[src/rtl/prefix_adder_pipe.sv]
`timescale 1ns/1ps
`default_nettype none
// ============================================================================
// prefix_adder_pipe : elastic ready/valid Kogge-Stone adder/subtractor
// Revision 1.0
// ============================================================================
module prefix_adder_pipe #(
  parameter int WIDTH  = 16,
  parameter int STAGES = 8
) (
  input  logic             clk,
  input  logic             reset,
  input  logic             flush,
  input  logic             in_valid,
  output logic             in_ready,
  input  logic [WIDTH-1:0] a,
  input  logic [WIDTH-1:0] b,
  input  logic             cin,
  input  logic             sub,
  output logic             out_valid,
  input  logic             out_ready,
  output logic [WIDTH-1:0] sum,
  output logic             cout,
  output logic             ovf,
  output logic             zero
);

  localparam int LEVELS = (WIDTH > 1) ? $clog2(WIDTH) : 1;
  localparam int MID    = STAGES - 1;  // last rank that carries prefix state

  logic [STAGES:1] vld;
  logic [STAGES:1] rdy;
  logic [STAGES:1] up;

  logic [WIDTH-1:0] pr [1:MID];   // per-bit propagate, needed again for the sum
  logic [WIDTH-1:0] gg [1:MID];   // group generate
  logic [WIDTH-1:0] gp [1:MID];   // group propagate
  logic [MID:1]     ci;

  logic [WIDTH-1:0] nx_g [2:MID];
  logic [WIDTH-1:0] nx_p [2:MID];

  logic [WIDTH-1:0] bx;
  logic [WIDTH:0]   carry;
  logic [WIDTH-1:0] nxt_sum;

  assign bx = sub ? ~b : b;

  // A rank may load when empty or when its own beat moves on this cycle.
  always_comb begin
    rdy = '0;
    rdy[STAGES] = ~vld[STAGES] | out_ready;
    for (int k = STAGES - 1; k >= 1; k--) begin
      rdy[k] = ~vld[k] | rdy[k+1];
    end
  end

  assign up        = {vld[STAGES-1:1], in_valid};
  assign in_ready  = rdy[1];
  assign out_valid = vld[STAGES];

  always_ff @(posedge clk or posedge reset) begin
    if (reset) begin
      vld <= '0;
    end else if (flush) begin
      vld <= '0;
    end else begin
      for (int k = 1; k <= STAGES; k++) begin
        if (rdy[k]) begin
          vld[k] <= up[k];
        end
      end
    end
  end

  // One Kogge-Stone level per rank; ranks past the last level just copy.
  always_comb begin
    int d;
    for (int k = 2; k <= MID; k++) begin
      nx_g[k] = gg[k-1];
      nx_p[k] = gp[k-1];
      d = 1 << (k - 2);
      if ((k - 2) < LEVELS) begin
        for (int i = 0; i < WIDTH; i++) begin
          if (i >= d) begin
            nx_g[k][i] = gg[k-1][i] | (gp[k-1][i] & gg[k-1][i-d]);
            nx_p[k][i] = gp[k-1][i] & gp[k-1][i-d];
          end
        end
      end
    end
  end

  always_ff @(posedge clk) begin
    if (rdy[1] & in_valid) begin
      pr[1] <= a ^ bx;
      gg[1] <= a & bx;
      gp[1] <= a ^ bx;
      ci[1] <= cin;
    end
    for (int k = 2; k <= MID; k++) begin
      if (rdy[k] & vld[k-1]) begin
        pr[k] <= pr[k-1];
        gg[k] <= nx_g[k];
        gp[k] <= nx_p[k];
        ci[k] <= ci[k-1];
      end
    end
  end

  // carry[i] is the carry into bit i; carry[WIDTH] is the carry out.
  always_comb begin
    carry    = '0;
    carry[0] = ci[MID];
    for (int i = 0; i < WIDTH; i++) begin
      carry[i+1] = gg[MID][i] | (gp[MID][i] & ci[MID]);
    end
  end

  assign nxt_sum = pr[MID] ^ carry[WIDTH-1:0];

  always_ff @(posedge clk or posedge reset) begin
    if (reset) begin
      sum  <= '0;
      cout <= 1'b0;
      ovf  <= 1'b0;
      zero <= 1'b0;
    end else if (rdy[STAGES] & vld[MID]) begin
      sum  <= nxt_sum;
      cout <= carry[WIDTH];
      ovf  <= carry[WIDTH] ^ carry[WIDTH-1];
      zero <= ~|nxt_sum;
    end
  end

endmodule
`default_nettype wire
[config.mk]
export PLATFORM = sky130hd
export DESIGN_NAME = prefix_adder_pipe
export DESIGN_NICKNAME = d
export VERILOG_FILES = /design/src/rtl/prefix_adder_pipe.sv
export SDC_FILE = /design/constraint.sdc
export NUM_CORES = 1
export LEC_CHECK = 0
export ABC_AREA = 1
export CAP_MARGIN = 10
export CORE_MARGIN = 1
export CORE_UTILIZATION = 55
export CTS_BUF_LIST = sky130_fd_sc_hd__clkbuf_4 sky130_fd_sc_hd__clkbuf_8
export DETAILED_ROUTE_END_ITERATION = 7
export PLACE_DENSITY = 0.78
export SLEW_MARGIN = 20
export SYNTH_ARGS = -nofsm -noshare
export SYNTH_HDL_FRONTEND = slang
export SYNTH_SLANG_ARGS = --single-unit
[constraint.sdc]
create_clock -name clk -period 4.8 [get_ports clk]
set_input_delay 0.96 -clock clk [delete_from_list [all_inputs] [get_ports clk]]
set_output_delay 0.96 -clock clk [all_outputs]
set_load 0.005 [all_outputs]
==> results.toml, run 1 <==
[floorplanning]
die_area_sq_um = 23150
ios = 60
coreArea_sq_um = 21960
start_util = 0.5647
die_h_microns = 152.1
die_w_microns = 152.1
rows = 54

[final_layout]
area_delta_synth_final_pct = 16.70
drive_above_1_share = 0.1065
final_cells = 1219
nets = 954
antenna_cells = 0
stdcell_area_sq_um = 14470

[drt]
met1_length_microns = 6931
vias = 5757
drt_wl_total_microns = 16570
firstDrtPassIters = 6
dr_wl_met2_microns = 8586
detail-route-antenna-nets = 0
drt-initial-drc-count = 249
post_drt_wl_per_cell_microns = 13.59
dr.max_layer_used = "met4"
vias_per_cell = 4.723
met3_length_microns = 636
drcViolationCount = 4

[yosys]
yosysTopAreaCell = "edfxtp_1"
netlist_top_cells_area = "edfxtp_1, dfrtp_1, nand2_1, inv_1, ha_1"
syn-instance-count = 784
syn-cell-area_sq_um = 12400
synthArstFlopShare = 0.07759
synth_commonest_cells = "edfxtp_1, nand2_1, inv_1"
synth_most_common_cell = "edfxtp_1"
synth_fp_nets = 840
synth_cell_types = 23
ys_seq_area_frac = 0.8319
yosysWarnings = 0
ys.flop_type = "edfxtp_1"
synth_seq_cells = 348
yosysTopAreaCellShare = 0.7774
syn_area_per_cell_sq_um = 15.82
synth_edf_count = 321

[sta]
fin_crit_ns = 3.808
maxSlewHeadroom = 0.4023
timing.setup.tns_ns = 0
finalCritPeriodShare = 0.7933
tightest_slew_ns = 0.8938
fmax_mhz = 262.6
final-setup-viol-count = 0
drv_slew = 0
rsz0062_at_grt = "false"
hold_violations = 0
finClkSkew_ns = 0.01116

[clocking]
cts_buffer_depth = 3
cts_tree = "built"
clock_sinks = 348
cts.reportedPaths.clkPinSlew_ns = 0.07
worstSkewPairLatency_ns = 0.55
cts_made_buffers = 51
postCtsSetupRepairBufs = 0
hold_buffers = 0
htree_levels = 2
post_cts_resize_count = 0
cts_root_buffer = "clkbuf_8"

[global_route]
gr-total-overflow = 0
antenna_found_initial = 0
grt_usage = 0.1511
grt_max_degree = 49
grt_pass1_wl_microns = 27590
grt_pass1_vias = 5770

[worst_setup_path]
start_kind = "primary input"
crit_slowest_cell = "clkdlybuf4s50_1"
worstPathRequired_ns = 3.84
cp_max_fo = 4
path_cells = "clkdlybuf4s50_1 -> inv_1 -> nand4_1 -> nor2_1 -> nand3_1 -> nor2_2 -> nand2_1 -> clkdlybuf4s50_1"
end_kind = "output port"
critical-path-max-stage-delay_ns = 0.45
critPathArrivalTime_ns = 2.85
crit_start = "out_ready"
criticalPathCategory = "in2out"
r2r_start = "vld[8]$_DFFE_PP0P_"
cpMostUsedCell = "clkdlybuf4s50_1"

[place]
hpwl_microns = 11170
dpl_cell_area_sq_um = 13410
port_buffers = 59
dp_cells = 1124
routabilityCongestion = 0.7453

[flow_run]
drv_cap = 0

[min_path]
hp-class = "reg2reg"
hold_path.startpoint = "gg[3][1]$_DFFE_PP_"

[status]
status = "finished with violations"
violations = "design-rule violations"

[power_and_ir_drop]
power_density_nw_per_um2 = 412.6
ir_worst_vdd_mv = 0.2243
p_leak_nw = 5.788
-- critical path: cells and delay by family --
kind / cells / cell delay [ns]
buffers and inverters: 3 / 0.96
and+or+nand+nor: 5 / 0.92
-- cell families (layout without fill, tap and decap cells) --
group                    count (synthesis)  in the layout  share of synthesized area
AO/OA/AOI/OAI                           52             52                    0.02835
flip-flops                             348            348                     0.8319
XOR/XNOR                                17             17                    0.01201
buffers and inverters                  121            276                    0.03774
AND/OR/NAND/NOR                        229            229                    0.07286
adder cells (fa/ha/maj)                 17             17                    0.01715
-- metal layers --
layer	vias up	track usage
met5	-	0
met4	0	0.06900
met3	35	0.03356
met2	118	0.2609
met1	2666	0.1826
li1	2938	-
-- sequential cells by signal, summed over array words and instances (netlist names) --
signal  cells
sum        16
gg        112
zero        1
ovf         1
ci          7
cout        1
pr        112
vld         8
gp         90
-- where the power goes --
group	leakage (nW)	total, mW	internal [mW]	switching (mW)
Sequential	3.29	3.44	3.40	0.0476
Clock	0.549	2.34	1.31	1.03
Combinational	1.94	0.191	0.101	0.0906
-- per-stage QoR --
| step | total power, mW | hold WS, ns | worst slack, ns | util |
|---|---|---|---|---|
| floorplan | 3.590 | 0.4003 | 0.5389 | - |
| global placement | 3.686 | 0.4034 | 1.031 | 0.6088 |
| detailed placement | 3.700 | 0.4045 | 0.9969 | 0.6106 |
| CTS | 6.037 | 0.4133 | 0.9807 | 0.6577 |
| global route | 6.193 | 0.4166 | 0.7837 | 0.6590 |
| finish | 5.971 | 0.4157 | 0.9924 | 0.6590 |
-- area by class of cell --
| type | count | area [sq um] |
|---|---|---|
| Inverter | 115 | 431.7 |
| Sequential cell | 348 | 10310 |
| Fill cell | 1503 | 7488 |
| Tap cell | 280 | 350.3 |
| Clock inverter | 25 | 191.4 |
| Timing Repair Buffer | 67 | 695.7 |
| Clock buffer | 69 | 843.3 |
| Multi-Input combinational cell | 315 | 1643 |
-- final timing paths --
kind | end | slack, ns | depth (start not counted)
hold / removal | gg[3][17]$_DFFE_PP_ | 0.42 | 0
hold reg to reg | gg[3][17]$_DFFE_PP_ | 0.42 | 0
min in group asynchronous | vld[8]$_DFFE_PP0P_ | 0.79 | 2
max in group asynchronous | sum[5]$_DFFE_PP0P_ | 3.63 | 2
setup / recovery | in_ready | 0.99 | 8
setup reg to reg | pr[0][35]$_DFFE_PP_ | 2.39 | 8
-- layout by cell type (no fill, tap or decap), types with 5 or more instances in the layout --
cell             netlist  routed
a21o_1                25      25
a21oi_1                5       5
a31oi_1               14      14
buf_4                  0       5
clkbuf_4               0      17
clkbuf_8               0      52
clkdlybuf4s50_1        0      59
clkinv_1               0      14
clkinv_2               0       8
dfrtp_1               27      27
edfxtp_1             321     321
ha_1                  17      17
inv_1                115     112
nand2_1              176     176
nand3_1               17      17
nor2_1                30      28
xor2_1                17      17
Note: power is estimated with default switching activity, not from simulation.
==> run 2, diff against run 1 <==
--- a/config.mk
+++ b/config.mk
@@ -11,7 +11,7 @@
 export CORE_UTILIZATION = 55
 export CTS_BUF_LIST = sky130_fd_sc_hd__clkbuf_4 sky130_fd_sc_hd__clkbuf_8
 export DETAILED_ROUTE_END_ITERATION = 7
-export PLACE_DENSITY = 0.78
+export PLACE_DENSITY = 0.81
 export SLEW_MARGIN = 20
 export SYNTH_ARGS = -nofsm -noshare
 export SYNTH_HDL_FRONTEND = slang
==> constraint.sdc (replaced) <==
create_clock -name clk -period 3.5 [get_ports clk]
set_input_delay 0.7 -clock clk [delete_from_list [all_inputs] [get_ports clk]]
set_output_delay 0.7 -clock clk [all_outputs]
set_load 0.005 [all_outputs]
==> results.toml, run 2 (synthesis gave the netlist of run 1 again) <==
[power_and_ir_drop]
ir_worst_vdd_mv = 0.3140
p_leak_nw = 5.722
finalPower_mw = 7.854
power_density_nw_per_um2 = 548.7

[sta]
holdWs_ns = 0.4092
fmax_mhz = 304.5
drv_slew = 0
fin_crit_ns = 3.284
hold_violations = 0
timing.setup.tns_ns = 0
final-setup-viol-count = 0
finalCritPeriodShare = 0.9382
worst_slack_ns = 0.2163
rsz0062_at_grt = "false"
maxSlewHeadroom = 0.4063
finClkSkew_ns = 0.01767
tightest_slew_ns = 0.8878

[place]
place_ws_ns = 0.2163
hpwl_microns = 10860
port_buffers = 59
routabilityCongestion = 0.7411

[worst_setup_path]
end_kind = "output port"
worstPathRequired_ns = 2.80
start_kind = "primary input"
cpMostUsedCell = "clkdlybuf4s50_1"
critical-path-max-stage-delay_ns = 0.44
rr_worst_depth = 6
critPathCapture = "in_ready"
timing.reg2reg.setup_slack_ns = 1.56
r2r_start = "vld[8]$_DFFE_PP0P_"
crit_slowest_cell = "clkdlybuf4s50_1"
critPathArrivalTime_ns = 2.58
path_buf_inv = 3
crit_start = "out_ready"
criticalPathCategory = "in2out"
crit_family = "buffers and inverters"
path_cells = "clkdlybuf4s50_1 -> inv_1 -> nand4_1 -> nor2_1 -> nand3_1 -> nor2_2 -> nand2_1 -> clkdlybuf4s50_1"
cp.depth = 8
cp_max_fo = 4
regToRegEndpoint = "pr[0][24]$_DFFE_PP_"

[drt]
vias_per_cell = 4.698
vias = 5703
drcViolationCount = 3
firstDrtPassIters = 8
detail-route-antenna-nets = 0
drt-initial-drc-count = 304
post_drt_wl_per_cell_microns = 13.12
drt_wl_total_microns = 15920

[floorplanning]
die_area_sq_um = 23150
start_util = 0.5647
ios = 60
rows = 54
die_w_microns = 152.1
coreArea_sq_um = 21960
die_h_microns = 152.1

[status]
status = "finished with violations"
violations = "design-rule violations"

[clocking]
post_cts_resize_count = 0
hold_buffers = 0
clock_sinks = 348
cts_root_buffer = "clkbuf_8"
cts.reportedPaths.clkPinSlew_ns = 0.06
cts_made_buffers = 51
cts_tree = "built"
cts_buffer_depth = 3
postCtsSetupRepairBufs = 0
worstSkewPairLatency_ns = 0.55
htree_levels = 2

[final_layout]
area_delta_synth_final_pct = 15.44
drive_above_1_share = 0.09850
fillCellCount = 1486
final_common_cell = "edfxtp_1"
nets = 955
final_cell_mix = "edfxtp_1, nand2_1, inv_1"
top_regs = "gg: 112 flops, pr: 112 flops, gp: 90 flops"
antenna_cells = 0

[min_path]
min_path_cells = 0
hp-class = "reg2reg"

[global_route]
grt_pass1_wl_microns = 26360
gr-total-overflow = 0
grt_max_degree = 49
antenna_found_initial = 0
grt_pass1_vias = 5788
grt_usage = 0.1447

[flow_run]
drv_cap = 0
run 2: cell count changes in the layout (fill, tap and decap cells not counted), sizes merged:
cell,change
clkbuf,-4
bufinv,-3
clkinv,+3
buf,+1
clkinvlp,-1
inv,-1
run 2: power breakdown:
part	leakage (nW)	switching [mW]	internal, mW
logic	1.94	0.123	0.135
clock network	0.491	1.35	1.52
registers	3.29	0.0641	4.66
total	5.72	1.54	6.31
run 2: layout make-up:
class | instances | area, sq um | area share
Clock inverter | 23 | 96.34 | 0.006731
Inverter | 115 | 431.7 | 0.03016
Multi-Input combinational cell | 315 | 1643 | 0.1148
Tap cell | 280 | 350.3 | 0.02448
Clock buffer | 65 | 819.5 | 0.05726
Sequential cell | 348 | 10310 | 0.7206
Timing Repair Buffer | 68 | 658.1 | 0.04598
run 2: how the worst min path moves through the flow:
stage                        startpoint                   end  slack (ns)
finish              gp[3][12]$_DFFE_PP_   gp[3][28]$_DFFE_PP_        0.41
global route        pr[0][91]$_DFFE_PP_  pr[0][107]$_DFFE_PP_        0.41
CTS                 gp[3][12]$_DFFE_PP_   gp[3][28]$_DFFE_PP_        0.41
detailed placement   gp[3][3]$_DFFE_PP_   gp[3][19]$_DFFE_PP_        0.40
global placement        ci[3]$_DFFE_PP_       ci[4]$_DFFE_PP_        0.40
floorplan               ci[1]$_DFFE_PP_       ci[2]$_DFFE_PP_        0.40
run 2: routing by layer:
metal  track usage  part of all wire
met2        0.2570              0.52
met4       0.07969             0.029
met3       0.03157             0.041
met1        0.1630              0.41
met5             0                 0
run 2: through the flow:
| stage | instances | utilization | cell area (sq um) |
|---|---|---|---|
| finish | 1214 | 0.6519 | 14310 |
| global route | 1214 | 0.6519 | 14310 |
| CTS | 1214 | 0.6519 | 14310 |
| detailed placement | 1126 | 0.6101 | 13400 |
| global placement | 1126 | 0.6101 | 13400 |
| floorplan | 784 | - | 12400 |
run 2: worst register-to-register path, delay by kind of cell (launching register included):
family | cells | cell delay (ns)
AND/OR/NAND/NOR | 4 | 0.87
flip-flops | 1 | 0.42
buffers and inverters | 1 | 0.26
AO/OA/AOI/OAI | 1 | 0.07
==> run 3, diff against run 2 <==
--- a/config.mk
+++ b/config.mk
@@ -7,11 +7,13 @@
 export LEC_CHECK = 0
 export ABC_AREA = 1
 export CAP_MARGIN = 10
+export CELL_PAD_IN_SITES_DETAIL_PLACEMENT = 0
+export CELL_PAD_IN_SITES_GLOBAL_PLACEMENT = 1
 export CORE_MARGIN = 1
-export CORE_UTILIZATION = 55
+export CORE_UTILIZATION = 48
 export CTS_BUF_LIST = sky130_fd_sc_hd__clkbuf_4 sky130_fd_sc_hd__clkbuf_8
 export DETAILED_ROUTE_END_ITERATION = 7
-export PLACE_DENSITY = 0.81
+export PLACE_DENSITY_LB_ADDON = 0.1
 export SLEW_MARGIN = 20
 export SYNTH_ARGS = -nofsm -noshare
 export SYNTH_HDL_FRONTEND = slang
==> results.toml, run 3 (synthesis gave the netlist of run 1 again) <==
[drt]
vias_per_cell = 4.472
detail-route-antenna-nets = 0
vias = 5644
firstDrtPassIters = 4
drt_wl_total_microns = 15860
drcViolationCount = 0
post_drt_wl_per_cell_microns = 12.57
drt-initial-drc-count = 299

[sta]
final-setup-viol-count = 0
worst_slack_ns = 0.2409
drv_slew = 0
rsz0062_at_grt = "false"
fin_crit_ns = 3.259
finalCritPeriodShare = 0.9312
holdWs_ns = 0.4116
fmax_mhz = 306.8
hold_violations = 0
maxSlewHeadroom = 0.4029
finClkSkew_ns = 0.01251
timing.setup.tns_ns = 0
tightest_slew_ns = 0.8929

[clocking]
worstSkewPairLatency_ns = 0.56
hold_buffers = 0
cts_buffer_depth = 3
post_cts_resize_count = 0
cts_tree = "built"
cts.reportedPaths.clkPinSlew_ns = 0.05
htree_levels = 2
postCtsSetupRepairBufs = 0
clock_sinks = 348
cts_made_buffers = 52
cts_root_buffer = "clkbuf_8"

[worst_setup_path]
start_kind = "primary input"
cp_max_fo = 4
criticalPathCategory = "in2out"
worstPathRequired_ns = 2.80
critPathArrivalTime_ns = 2.56
rr_worst_depth = 6
end_kind = "output port"

[min_path]
hp-class = "reg2reg"
min_path_cells = 0

[power_and_ir_drop]
ir_worst_vdd_mv = 0.2295
power_density_nw_per_um2 = 547.3
p_leak_nw = 5.710

[final_layout]
top_regs = "gg: 112 flops, pr: 112 flops, gp: 90 flops"
drive_above_1_share = 0.09764
fin_util = 0.5693
nets = 956
antenna_cells = 0
final_cell_mix = "edfxtp_1, nand2_1, inv_1"
final_common_cell = "edfxtp_1"
stdcell_area_sq_um = 14380
area_delta_synth_final_pct = 15.95

[floorplanning]
die_w_microns = 162.7
ios = 60
rows = 58
coreArea_sq_um = 25250
start_util = 0.4910
die_area_sq_um = 26480
die_h_microns = 162.7

[global_route]
grt_max_degree = 49
grtUsageMet1 = 0.1551
grt_usage = 0.1281
antenna_found_initial = 0
grt_use_met2 = 0.2157
use_met3 = 0.03743
grt_pass1_wl_microns = 26780
busiest_layer = "met2"
gr-total-overflow = 0
grt_pass1_vias = 5723

[place]
place_ws_ns = 0.2364
routabilityCongestion = 0.7610
dpl_cell_area_sq_um = 13460
hpwl_microns = 11070
port_buffers = 59

[status]
status = "complete, no violations"

[flow_run]
drv_cap = 0
-- run 3: report_power, final --
part | switching (mW) | internal [mW] | total [mW]
Sequential | 0.0642 | 4.66 | 4.72
Clock | 1.35 | 1.54 | 2.89
Combinational | 0.122 | 0.134 | 0.256
-- run 3: final cells by class --
class / count / area (sq um)
repair buffers: 68 / 658.1
well taps: 330 / 412.9
fillers: 1995 / 10880
inverters: 115 / 431.7
clock buffers: 67 / 834.6
clock inverters: 19 / 82.58
flip-flops and latches: 348 / 10310
multi-input cells: 315 / 1643
-- run 3: final timing paths --
path,startpoint,end,slack (ns)
min in group asynchronous,reset,sum[15]$_DFFE_PP0P_,0.54
hold reg to reg,gg[2][21]$_DFFE_PP_,gg[3][5]$_DFFE_PP_,0.41
hold / removal,gg[2][21]$_DFFE_PP_,gg[3][5]$_DFFE_PP_,0.41
max in group asynchronous,reset,sum[6]$_DFFE_PP0P_,2.57
setup reg to reg,vld[8]$_DFFE_PP0P_,gg[0][16]$_DFFE_PP_,1.59
setup / recovery,out_ready,in_ready,0.24
-- run 3: critical path, stage by stage --
cell,delay (ns)
clkdlybuf4s50_1,0.40
inv_1,0.12
nand4_1,0.16
nor2_1,0.26
nand3_1,0.18
nor2_2,0.22
nand2_1,0.07
clkdlybuf4s50_1,0.45
-- run 3: routing by layer --
layer,vias to the layer above,wire [microns]
met5,-,0
met4,0,333
met3,35,832
met2,114,7791
met1,2563,6905
li1,2932,-
-- run 3: metrics by stage --
step	power, mW	instances
detailed placement	5.074	1176
finish	7.868	1262
global route	8.201	1262
CTS	7.987	1262
floorplan	4.922	784
global placement	5.061	1176
